===== config.mk =====
export PLATFORM = sky130hd
export DESIGN_NAME = sr_flag_arbiter_flat
export DESIGN_NICKNAME = d
export VERILOG_FILES = /design/src/rtl/sr_ctrl_pkg.sv /design/src/rtl/sr_flag_arbiter_if.sv /design/src/rtl/sr_flag_arbiter_rr_arbiter.sv /design/src/rtl/sr_flag_arbiter.sv /design/src/flat_wrapper.sv
export SDC_FILE = /design/constraint.sdc
export NUM_CORES = 1
export LEC_CHECK = 0
export ABC_AREA = 1
export BUFFER_PORTS_ARGS = -buffer_cell sky130_fd_sc_hd__buf_2
export CORE_MARGIN = 3
export CORE_UTILIZATION = 25
export DETAILED_ROUTE_END_ITERATION = 10
export SLEW_MARGIN = 20
export SYNTH_ARGS = -nofsm -noshare
export SYNTH_HDL_FRONTEND = slang
export SYNTH_SLANG_ARGS = --single-unit

===== constraint.sdc =====
create_clock -name clk -period 7.3 [get_ports clk]
set_input_delay 1.46 -clock clk [delete_from_list [all_inputs] [get_ports clk]]
set_output_delay 1.46 -clock clk [all_outputs]
set_load 0.01 [all_outputs]

===== src/rtl/sr_ctrl_pkg.sv =====
// Shared encodings and sizing helpers for SR flag controllers.
package sr_ctrl_pkg;

    localparam logic [1:0] SR_HOLD    = 2'b00;
    localparam logic [1:0] SR_RESET   = 2'b01;
    localparam logic [1:0] SR_SET     = 2'b10;
    localparam logic [1:0] SR_ILLEGAL = 2'b11;

    // Grant-id width; a single requester still needs one bit.
    function automatic int gid_w(input int n);
        return (n > 1) ? $clog2(n) : 1;
    endfunction

    localparam int GIDW_DEF = gid_w(4);

endpackage


===== src/rtl/sr_flag_arbiter_if.sv =====
// Requester/flag-bank bus for sr_flag_arbiter.
interface sr_flag_arbiter_if
    import sr_ctrl_pkg::*;
#(
    parameter int NREQ   = 4,
    parameter int NFLAGS = 16,
    parameter int IDXW   = 4
);
    localparam int GIDW = gid_w(NREQ);

    logic [NREQ-1:0]      req_valid;
    logic [NREQ-1:0]      req_ready;
    logic [2*NREQ-1:0]    req_sr;
    logic [IDXW*NREQ-1:0] req_idx;
    logic                 clr_all;
    logic [NFLAGS-1:0]    flag_q;
    logic [NFLAGS-1:0]    flag_qn;
    logic                 grant_valid;
    logic [GIDW-1:0]      grant_id;
    logic                 err;
    logic [GIDW-1:0]      err_id;

    modport master (
        output req_valid, req_sr, req_idx, clr_all,
        input  req_ready, flag_q, flag_qn, grant_valid, grant_id, err, err_id
    );

    modport slave (
        input  req_valid, req_sr, req_idx, clr_all,
        output req_ready, flag_q, flag_qn, grant_valid, grant_id, err, err_id
    );

endinterface


===== src/rtl/sr_flag_arbiter_rr_arbiter.sv =====
// Combinational round-robin picker; the caller owns the pointer register.
module rr_arbiter
    import sr_ctrl_pkg::*;
#(
    parameter int N = 4,
    parameter int W = gid_w(N)
) (
    input  logic [N-1:0] i_req,
    input  logic [W-1:0] i_ptr,
    output logic [N-1:0] o_gnt,
    output logic [W-1:0] o_gnt_id
);

    logic [N-1:0] w_hi;

    always_comb begin
        w_hi     = '0;
        o_gnt    = '0;
        o_gnt_id = '0;
        for (int i = 0; i < N; i++)
            w_hi[i] = (W'(i) >= i_ptr) & i_req[i];
        // Lowest request at/above the pointer wins; otherwise wrap to lowest overall.
        if (|w_hi) begin
            for (int i = N - 1; i >= 0; i--)
                if (w_hi[i]) o_gnt_id = W'(i);
        end else begin
            for (int i = N - 1; i >= 0; i--)
                if (i_req[i]) o_gnt_id = W'(i);
        end
        if (|i_req)
            for (int i = 0; i < N; i++)
                o_gnt[i] = (o_gnt_id == W'(i));
    end

endmodule


===== src/rtl/sr_flag_arbiter.sv =====
// Shared SR flag bank with round-robin command arbitration and illegal-command reporting.
module sr_flag_arbiter
    import sr_ctrl_pkg::*;
#(
    parameter int NREQ   = 4,
    parameter int NFLAGS = 16,
    parameter int IDXW   = 4
) (
    input  logic               clk,
    input  logic               rst,
    sr_flag_arbiter_if.slave   bus
);

    localparam int GIDW = gid_w(NREQ);

    logic [NFLAGS-1:0] r_flag;
    logic [GIDW-1:0]   r_ptr;
    logic [GIDW-1:0]   r_gid;
    logic [GIDW-1:0]   r_eid;
    logic              r_gv;
    logic              r_err;

    logic [NREQ-1:0]   w_req;
    logic [NREQ-1:0]   w_gnt;
    logic [GIDW-1:0]   w_gid;
    logic [1:0]        w_sr;
    logic [IDXW-1:0]   w_idx;
    logic [NFLAGS-1:0] w_hit;
    logic              w_fire;
    logic              w_oor;
    logic              w_bad;

    // clr_all starves every requester for the cycle it is asserted.
    assign w_req = bus.req_valid & {NREQ{~bus.clr_all}};

    rr_arbiter #(.N(NREQ), .W(GIDW)) u_rr (
        .i_req    (w_req),
        .i_ptr    (r_ptr),
        .o_gnt    (w_gnt),
        .o_gnt_id (w_gid)
    );

    assign bus.req_ready = w_gnt & {NREQ{rst}};
    assign w_fire        = |bus.req_ready;

    always_comb begin
        w_sr  = SR_HOLD;
        w_idx = '0;
        for (int i = 0; i < NREQ; i++)
            if (w_gnt[i]) begin
                w_sr  = bus.req_sr[2*i +: 2];
                w_idx = bus.req_idx[IDXW*i +: IDXW];
            end
        for (int f = 0; f < NFLAGS; f++)
            w_hit[f] = (w_idx == IDXW'(f));
    end

    // No decoded flag means the index lies beyond the bank.
    assign w_oor = ~|w_hit;
    assign w_bad = w_oor | (w_sr == SR_ILLEGAL);

    always_ff @(posedge clk or negedge rst) begin
        if (!rst) begin
            r_flag <= '0;
            r_ptr  <= '0;
            r_gid  <= '0;
            r_eid  <= '0;
            r_gv   <= 1'b0;
            r_err  <= 1'b0;
        end else begin
            r_gv  <= w_fire;
            r_err <= w_fire & w_bad;
            if (w_fire) begin
                r_gid <= w_gid;
                r_ptr <= (w_gid == GIDW'(NREQ - 1)) ? '0 : w_gid + 1'b1;
                if (w_bad) r_eid <= w_gid;
            end
            if (bus.clr_all)
                r_flag <= '0;
            else if (w_fire && !w_bad) begin
                if (w_sr == SR_SET)        r_flag <= r_flag | w_hit;
                else if (w_sr == SR_RESET) r_flag <= r_flag & ~w_hit;
            end
        end
    end

    assign bus.flag_q      = r_flag;
    assign bus.flag_qn     = ~r_flag;
    assign bus.grant_valid = r_gv;
    assign bus.grant_id    = r_gid;
    assign bus.err         = r_err;
    assign bus.err_id      = r_eid;

endmodule


===== src/flat_wrapper.sv =====
// flat-port wrapper written by rule: the top's interface ports become plain ports
module sr_flag_arbiter_flat import sr_ctrl_pkg::*;
#(
    parameter int NREQ   = 4,
    parameter int NFLAGS = 16,
    parameter int IDXW   = 4
)
  (clk, rst, bus_req_valid, bus_req_sr, bus_req_idx, bus_clr_all, bus_req_ready, bus_flag_q, bus_flag_qn, bus_grant_valid, bus_grant_id, bus_err, bus_err_id);
  sr_flag_arbiter_if #(.NREQ(NREQ), .NFLAGS(NFLAGS), .IDXW(IDXW)) bus_i ();
  input  logic clk;
  input  logic rst;
  input wire logic [$bits(bus_i.req_valid)-1:0] bus_req_valid;
  input wire logic [$bits(bus_i.req_sr)-1:0] bus_req_sr;
  input wire logic [$bits(bus_i.req_idx)-1:0] bus_req_idx;
  input wire logic [$bits(bus_i.clr_all)-1:0] bus_clr_all;
  output wire logic [$bits(bus_i.req_ready)-1:0] bus_req_ready;
  output wire logic [$bits(bus_i.flag_q)-1:0] bus_flag_q;
  output wire logic [$bits(bus_i.flag_qn)-1:0] bus_flag_qn;
  output wire logic [$bits(bus_i.grant_valid)-1:0] bus_grant_valid;
  output wire logic [$bits(bus_i.grant_id)-1:0] bus_grant_id;
  output wire logic [$bits(bus_i.err)-1:0] bus_err;
  output wire logic [$bits(bus_i.err_id)-1:0] bus_err_id;
  assign bus_i.req_valid = bus_req_valid;
  assign bus_i.req_sr = bus_req_sr;
  assign bus_i.req_idx = bus_req_idx;
  assign bus_i.clr_all = bus_clr_all;
  assign bus_req_ready = bus_i.req_ready;
  assign bus_flag_q = bus_i.flag_q;
  assign bus_flag_qn = bus_i.flag_qn;
  assign bus_grant_valid = bus_i.grant_valid;
  assign bus_grant_id = bus_i.grant_id;
  assign bus_err = bus_i.err;
  assign bus_err_id = bus_i.err_id;
  sr_flag_arbiter #(.NREQ(NREQ), .NFLAGS(NFLAGS), .IDXW(IDXW)) u_core (.clk(clk), .rst(rst), .bus(bus_i));
endmodule

==> results of run 1 <==
-- worst max-delay path: stages --
cell     delay, ns
buf_2         0.24
inv_6         0.14
nand2_1       0.08
o21ai_0       0.23
nor2_1        0.08
nand2_1       0.07
nand3_1       0.16
inv_1         0.13
ha_1          0.45
and3_1        0.26
buf_2         0.14
-- synth_stat cells --
cell | number | area share
o21a_1 | 1 | 0.0032
nand3_2 | 10 | 0.043
o21ai_0 | 7 | 0.015
buf_6 | 5 | 0.024
dfrtp_1 | 24 | 0.26
clkbuf_1 | 1 | 0.0016
a21oi_1 | 17 | 0.036
nor2_8 | 6 | 0.051
buf_12 | 2 | 0.017
a21boi_2 | 1 | 0.0048
nand3_1 | 27 | 0.058
and3_1 | 2 | 0.0053
inv_4 | 3 | 0.0080
inv_2 | 6 | 0.0096
nand2_8 | 4 | 0.034
nand2_2 | 10 | 0.027
inv_1 | 36 | 0.058
nand2_1 | 34 | 0.054
nand3b_1 | 1 | 0.0032
nand2_4 | 11 | 0.053
o21ai_4 | 2 | 0.014
inv_6 | 1 | 0.0037
buf_2 | 1 | 0.0021
o211ai_1 | 1 | 0.0032
nor2_2 | 5 | 0.013
nand3_4 | 2 | 0.015
ha_1 | 4 | 0.021
o21bai_1 | 17 | 0.054
nor2_1 | 46 | 0.074
nor2_4 | 2 | 0.0096
a21boi_4 | 1 | 0.0080
a21oi_4 | 2 | 0.014
or2_2 | 2 | 0.0053
-- layout by cell type (no fill, tap or decap), drive strengths merged --
cell type | synthesis | layout
o21a | 1 | 1
a21oi | 19 | 19
nand3 | 39 | 39
a21boi | 2 | 2
ha | 4 | 4
nand2 | 59 | 59
o211ai | 1 | 1
buf | 8 | 72
inv | 46 | 46
and3 | 2 | 2
o21ai | 9 | 9
nand3b | 1 | 1
or2 | 2 | 2
dfrtp | 24 | 24
nor2 | 59 | 59
clkbuf | 1 | 3
o21bai | 17 | 17
-- sequential cells by signal (all words and copies together) (netlist names) --
register / count
u_core.bus.flag_q: 16
u_core.bus.err_id: 2
u_core.bus.grant_id: 2
u_core.r_ptr: 2
u_core.bus.err: 1
u_core.bus.grant_valid: 1
-- cell type report --
class,instances,area [um2],area share
Sequential cell,24,600.6,0.2165
Timing Repair Buffer,72,360.3,0.1299
Clock buffer,3,41.29,0.01488
Tap cell,108,135.1,0.04871
Multi-Input combinational cell,215,1451,0.5232
Inverter,46,185.2,0.06676
-- cells by family after synthesis --
| logic type | after synthesis |
|---|---|
| flops | 24 |
| compound gates | 49 |
| fa+ha+maj | 4 |
| simple gates | 162 |
| buf+inv | 55 |
-- metal layers --
layer  vias up  track usage
met1       992       0.1568
met4         0      0.03685
met3         8      0.01421
li1       1058            -
met5         -            0
met2        49       0.1956
-- how the worst max path moves through the flow --
| stage | startpoint | endpoint | slack [ns] |
|---|---|---|---|
| floorplan | bus_clr_all | bus_req_ready[3] | 3.08 |
| global placement | bus_clr_all | bus_req_ready[1] | 2.52 |
| detailed placement | bus_clr_all | bus_req_ready[1] | 2.43 |
| CTS | bus_clr_all | bus_req_ready[1] | 2.42 |
| global route | bus_clr_all | bus_req_ready[1] | 2.10 |
| finish | bus_clr_all | bus_req_ready[1] | 2.39 |
-- stage by stage --
step                      instances  setup slack, ns  utilization
after global placement          465            2.521       0.3073
after CTS                       468            2.425       0.3120
after floorplan                 294            3.080            -
after global routing            468            2.095       0.3120
after detailed placement        465            2.431       0.3073
final                           468            2.390       0.3120
-- power by group through the flow --
| stage | logic (W) | registers (W) | clock network [W] |
|---|---|---|---|
| 2_1_floorplan | 0.000444 | 0.000226 | 0 |
| 3_3_place_gp | 0.000593 | 0.000210 | 0 |
| 3_5_place_dp | 0.000599 | 0.000211 | 0 |
| 4_1_cts | 0.000602 | 0.000208 | 0.0000833 |
| 5_1_grt | 0.000662 | 0.000216 | 0.0000898 |
| 6_report | 0.000592 | 0.000208 | 0.0000784 |
==> results.md, run 1 <==
| Metric | Reported |
|:---|:---|
| Status | finished clean |
| Clock tree from TritonCTS | yes |
| Nets in the synthesized netlist | 329 |
| Max frequency | 203.7 MHz |
| Setup slack, reg-to-reg | 4.17 ns |
| Proportion of power drawn by the clock network | 0.089 |
| Kind of end point of the critical path | output pin |
| Setup crit start kind | input pin |
| Critical path arrival | 3.45 ns |
| Unrepaired setup endpoints after global routing | false |
| Clock Root Buffer | clkbuf_8 |
| Worst r2r src | u_core.r_ptr[1] |
| Worst hold path type | reg2reg |
| Die H | 102.8 um |
| Final period util | 0.6726 |
| Fraction of final layout cells with drive strength greater than 1 | 0.3972 |
| Number of antenna cells inserted | 0 |
| WL/cell | 12.80 um |
| Grt ovf | 0 |
| Final std cell area, no fill | 0.002774 mm2 |
| Worst R2R End | u_core.bus.flag_q[12] |
| Critical path data required time | 5.84 ns |
| Routed Antenna Nets | 0 |
| Maximum fanout encountered on the critical timing path | 19 |
| Via count | 2,107 |
| Number of buffers added by the clock tree synthesis step | 3 |
| Hold path start | u_core.bus.grant_id[0] |
| Simple-gate share of the synthesized area | 0.4455 |
| Detailed-routing iteration count for the pre-antenna-repair pass | 4 |
| Filler cell count | 971 |
| Share of the synthesized area in compound gates (AO/OA/AOI/OAI) | 0.1528 |
| Number of cells on the worst reg-to-reg path | 19 |
| Routability Congestion | 0.8502 |
| Worst hold slack after final layout | 0.4987 ns |
| Number of maximum-capacitance violations | 0 |
| Main combinational cell family by area after synthesis | simple AND/OR/NAND/NOR gates |
| Routed metal-1 wirelength | 2.751 mm |
| Internal power consumption | 0.0004209 W |
| Slew Limit Fails | 0 |
| Post-detailed-route via-to-cell ratio | 4.502 |
| Measured slew at the worst slew-check pin | 0.7056 ns |
| Final Routed Wirelength | 5.991 mm |
| Final setup skew | 0.003547 ns |
| Row cnt | 34 |
| Power, Total | 0.0008785 W |
| Net count, final | 397 |
| Combinational cell fraction of total power | 0.674 |
| Number of sinks driven by the clock tree | 24 |
| Switching fraction of total power | 0.5209 |
| Seq pwr share | 0.236 |
| Worst relative slew slack | 0.5285 |
| Vias in the first global route | 2,086 |
| Maximum vdd drop | 0.00009208 V |
| Worst Path Class, Setup | in2out |
| Count of cell types in the netlist | 33 |
| Synth-to-layout area growth | 18.43% |
| Maximum number of pins on one net before global-route repair | 33 |
| Post-CTS sizing | 0 |
| Adder and majority cell fraction of the synthesized area | 0.02137 |
| Cts hold-fix bufs | 0 |
| Die Width | 102.8 um |
| Placed Instance Area | 0.002733 mm2 |
| CTS H-Tree Depth | 1 |
| Minimum clock period after layout | 4.910 ns |
| Area of the core | 0.008891 mm2 |
| Detailed placer's ending HPWL | 4.662 mm |
| Count of unresolved DRC violations after routing | 0 |
| Share of cell area taken by muxes after synthesis | 0 |
| Met2 routed WL | 2.915 mm |
| Mean instance size in the synthesized netlist | 7.967 um2 |
| Final Hold Violating Endpoints | 0 |
| Initial core utilization | 0.2634 |
| Top routing layer in use | met4 |
| Sequential share of the synthesized area | 0.2564 |
| Latest clock arrival within the worst-skew pair | 0.26 ns |
| Post-Synth XOR/XNOR Area | 0 |
| Worst Hold Depth | 1 |
| Pwr Density | 316.7 mW/mm2 |
| Cell Area, Synth | 0.002342 mm2 |
| Port buffer count | 72 |
| Aggregate negative setup slack | 0 ns |
| Number of endpoints failing setup at the final stage | 0 |
| Wire length of the first global-routing pass | 10.04 mm |
| Total Die Area | 0.01057 mm2 |
| Antenna violations before repair | 0 |
| Total global routing track utilization | 0.1168 |
| Yosys warns | 0 |
| Number of buffers between clock root and the deepest sink | 2 |
| Number of buffers inserted to repair setup after CTS | 0 |
| End of the worst hold path | u_core.bus.grant_id[0] |
| Switching power | 0.0004576 W |
| Starting DRT DRC Count | 104 |
| Post-Syn Instances | 294 |
| Leakage power | 1.495 nW |
| Clock slew at the register clock pins of the worst setup and hold paths | 0.08 ns |
| Met3 WL | 224 um |
| Register bit total from synthesis | 24 |
| Number of top-level design ports | 73 |
(Power assumes the default switching activity.)
==> inputs of run 2 (changes only) <==
==> constraint.sdc (replaced) <==
create_clock -name clk -period 5 [get_ports clk]
set_input_delay 1 -clock clk [delete_from_list [all_inputs] [get_ports clk]]
set_output_delay 1 -clock clk [all_outputs]
set_load 0.01 [all_outputs]
==> run 2 against run 1 <==
Effect of this change:
- power rose by 48%
- sequential power rose by 47%
- largest cell class unchanged
- critical path type unchanged
- final cell count increased by 0.21%
- hold slack improved by 0.0014 ns
- setup slack worse by 1.4 ns
- clock skew up 0.00085 ns
- sequential share of layout area is 0.11 points lower
==> results.md, run 2 (synthesis results as in run 1) <==
| Metric | Reported | Change |
|:---|:---|:---|
| Leading cell type in the layout, fill and taps excluded | buf_2 | unchanged |
| Number of top-level design ports | 73 | unchanged |
| Number of cells on the worst reg-to-reg path | 19 | unchanged |
| Number of buffers between clock root and the deepest sink | 2 | unchanged |
| Worst relative slew slack | 0.5395 | was 0.5285 |
| Maximum number of pins on one net before global-route repair | 33 | unchanged |
| Number of maximum-capacitance violations | 0 | unchanged |
| Top library cells by usage in the layout, fill and taps aside | buf_2 (72), nor2_1 (46), inv_1 (36) | unchanged |
| Number of buffers inserted to repair setup after CTS | 0 | unchanged |
| Total Die Area | 0.01057 mm2 | unchanged |
| PnR worst setup slack | 1.013 ns | was 2.390 ns |
| Net count, final | 397 | unchanged |
| End of the worst hold path | u_core.bus.err_id[1] | was u_core.bus.grant_id[0] |
| Status | finished clean | unchanged |
| Count of unresolved DRC violations after routing | 0 | unchanged |
| Hold path start | u_core.bus.err_id[1] | was u_core.bus.grant_id[0] |
| Slew Limit Fails | 0 | unchanged |
| Maximum fanout encountered on the critical timing path | 19 | unchanged |
| Dpl ws | 0.9413 ns | was 2.431 ns |
| Number of sinks driven by the clock tree | 24 | unchanged |
| Worst Hold Depth | 2 | was 1 |
| Area of the core | 0.008891 mm2 | unchanged |
| Leakage power | 1.503 nW | was 1.495 nW |
| Fraction of final layout cells with drive strength greater than 1 | 0.3989 | was 0.3972 |
| Aggregate negative setup slack | 0 ns | unchanged |
| Clock Root Buffer | clkbuf_8 | unchanged |
| Clock tree from TritonCTS | yes | unchanged |
| Antenna violations before repair | 0 | unchanged |
| Cts hold-fix bufs | 0 | unchanged |
| Post-route insts no fill | 469 | was 468 |
| Die H | 102.8 um | unchanged |
| Number of buffers added by the clock tree synthesis step | 3 | unchanged |
| Critical path arrival | 2.99 ns | was 3.45 ns |
| Critical path data required time | 4.00 ns | was 5.84 ns |
| Synth-to-layout area growth | 19.02% | was 18.43% |
| Delay of the slowest cell on the worst path | 0.46 ns | was 0.45 ns |
| WL/cell | 12.57 um | was 12.80 um |
| Via count | 2,031 | was 2,107 |
| Unrepaired setup endpoints after global routing | false | unchanged |
| Vias in the first global route | 2,007 | was 2,086 |
| Count of placed standard cells including taps | 465 | unchanged |
| Number of antenna cells inserted | 0 | unchanged |
| Max frequency | 250.8 MHz |  |
| Setup crit start kind | input pin | unchanged |
| Latest clock arrival within the worst-skew pair | 0.26 ns | about the same |
| Kind of end point of the critical path | output pin | unchanged |
| Maximum vdd drop | 0.0001402 V | was 0.00009208 V |
| Number of endpoints failing setup at the final stage | 0 | unchanged |
| Final period util | 0.7974 |  |
| Slowest stage cell, crit path | ha_1 | unchanged |
| Post-detailed-route via-to-cell ratio | 4.330 | was 4.502 |
| Final Routed Wirelength | 5.897 mm | was 5.991 mm |
| Detailed-routing iteration count for the pre-antenna-repair pass | 4 | unchanged |
| Measured slew at the worst slew-check pin | 0.6890 ns | was 0.7056 ns |
| Starting DRT DRC Count | 69 | was 104 |
| Worst Path Class, Setup | in2out | unchanged |
| CTS H-Tree Depth | 1 | unchanged |
| Worst r2r src | u_core.r_ptr[1] | unchanged |
| Row cnt | 34 | unchanged |
| Post-CTS sizing | 0 | unchanged |
| Final setup skew | 0.004393 ns | was 0.003547 ns |
| Die Width | 102.8 um | unchanged |
| Routed Antenna Nets | 0 | unchanged |
| Series of cell instances along the critical path | buf_2 > inv_6 > nand2_1 > o21ai_0 > nor2_1 > nand2_1 > nand3_1 > inv_1 > ha_1 > and3_1 > buf_2 | unchanged |
| Total global routing track utilization | 0.1157 | was 0.1168 |
| Pwr Density | 466.7 mW/mm2 | was 316.7 mW/mm2 |
| Routability Congestion | 0.8325 | was 0.8502 |
| Worst R2R End | u_core.bus.flag_q[12] | unchanged |
| Setup slack, reg-to-reg | 1.88 ns | was 4.17 ns |
| Wire length of the first global-routing pass | 9.791 mm | was 10.04 mm |
| Worst hold path type | reg2reg | unchanged |
| Final Hold Violating Endpoints | 0 | unchanged |
| Initial core utilization | 0.2634 | unchanged |
| Minimum clock period after layout | 3.987 ns |  |
| Clock slew at the register clock pins of the worst setup and hold paths | 0.08 ns | about the same |
| Detailed placer's ending HPWL | 4.671 mm | was 4.662 mm |
| Grt ovf | 0 | unchanged |
| Port buffer count | 72 | unchanged |
| Max FFs per register | 16 | unchanged |
==> run 2: worst max path at each step <==
stage	start	cells past startpoint	endpoint	slack (ns)
detailed placement	bus_clr_all	20	u_core.bus.flag_q[12]	0.94
finish	bus_clr_all	11	bus_req_ready[1]	1.01
global route	bus_clr_all	11	bus_req_ready[1]	0.78
CTS	bus_clr_all	11	bus_req_ready[1]	1.04
global placement	bus_clr_all	20	u_core.bus.flag_q[12]	1.13
floorplan	bus_clr_all	11	bus_req_ready[3]	1.70
==> run 2: final cells by class <==
cell class | instances | area, um2
clock buffers | 4 | 55.05
well taps | 108 | 135.1
multi-input cells | 215 | 1451
inverters | 46 | 185.2
flip-flops and latches | 24 | 600.6
repair buffers | 72 | 360.3
fillers | 982 | 6103
==> run 2: where the power goes <==
group / total [W] / internal (W) / switching, W
registers: 0.000306 / 0.000260 / 0.0000461
logic: 0.000864 / 0.000301 / 0.000563
clock network: 0.000131 / 0.0000702 / 0.0000613
total: 0.00130 / 0.000631 / 0.000670
==> run 2: worst max-delay path, delay by kind of cell <==
| kind | cells | cell delay (ns) |
|---|---|---|
| buffers and inverters | 4 | 0.64 |
| AND/OR/NAND/NOR | 5 | 0.65 |
| adder cells (fa/ha/maj) | 1 | 0.46 |
| AO/OA/AOI/OAI | 1 | 0.24 |
==> run 2: stage by stage <==
step                instance area (um2)  hold slack (ns)  power (W)    util
global placement                   2733           0.4806   0.001175  0.3073
finish                             2788           0.5001   0.001301  0.3135
CTS                                2788           0.5069   0.001320  0.3135
floorplan                          2342           0.5161  0.0009781       -
detailed placement                 2733           0.4874   0.001184  0.3073
global route                       2788           0.5139   0.001428  0.3135
==> run 2: per-layer routing <==
metal | vias up | routed length (um) | track usage
li1 | 1060 | - | -
met1 | 931 | 2713 | 0.1559
met2 | 38 | 2964 | 0.1986
met3 | 2 | 197 | 0.01691
met4 | 0 | 22 | 0.02191
met5 | - | 0 | 0
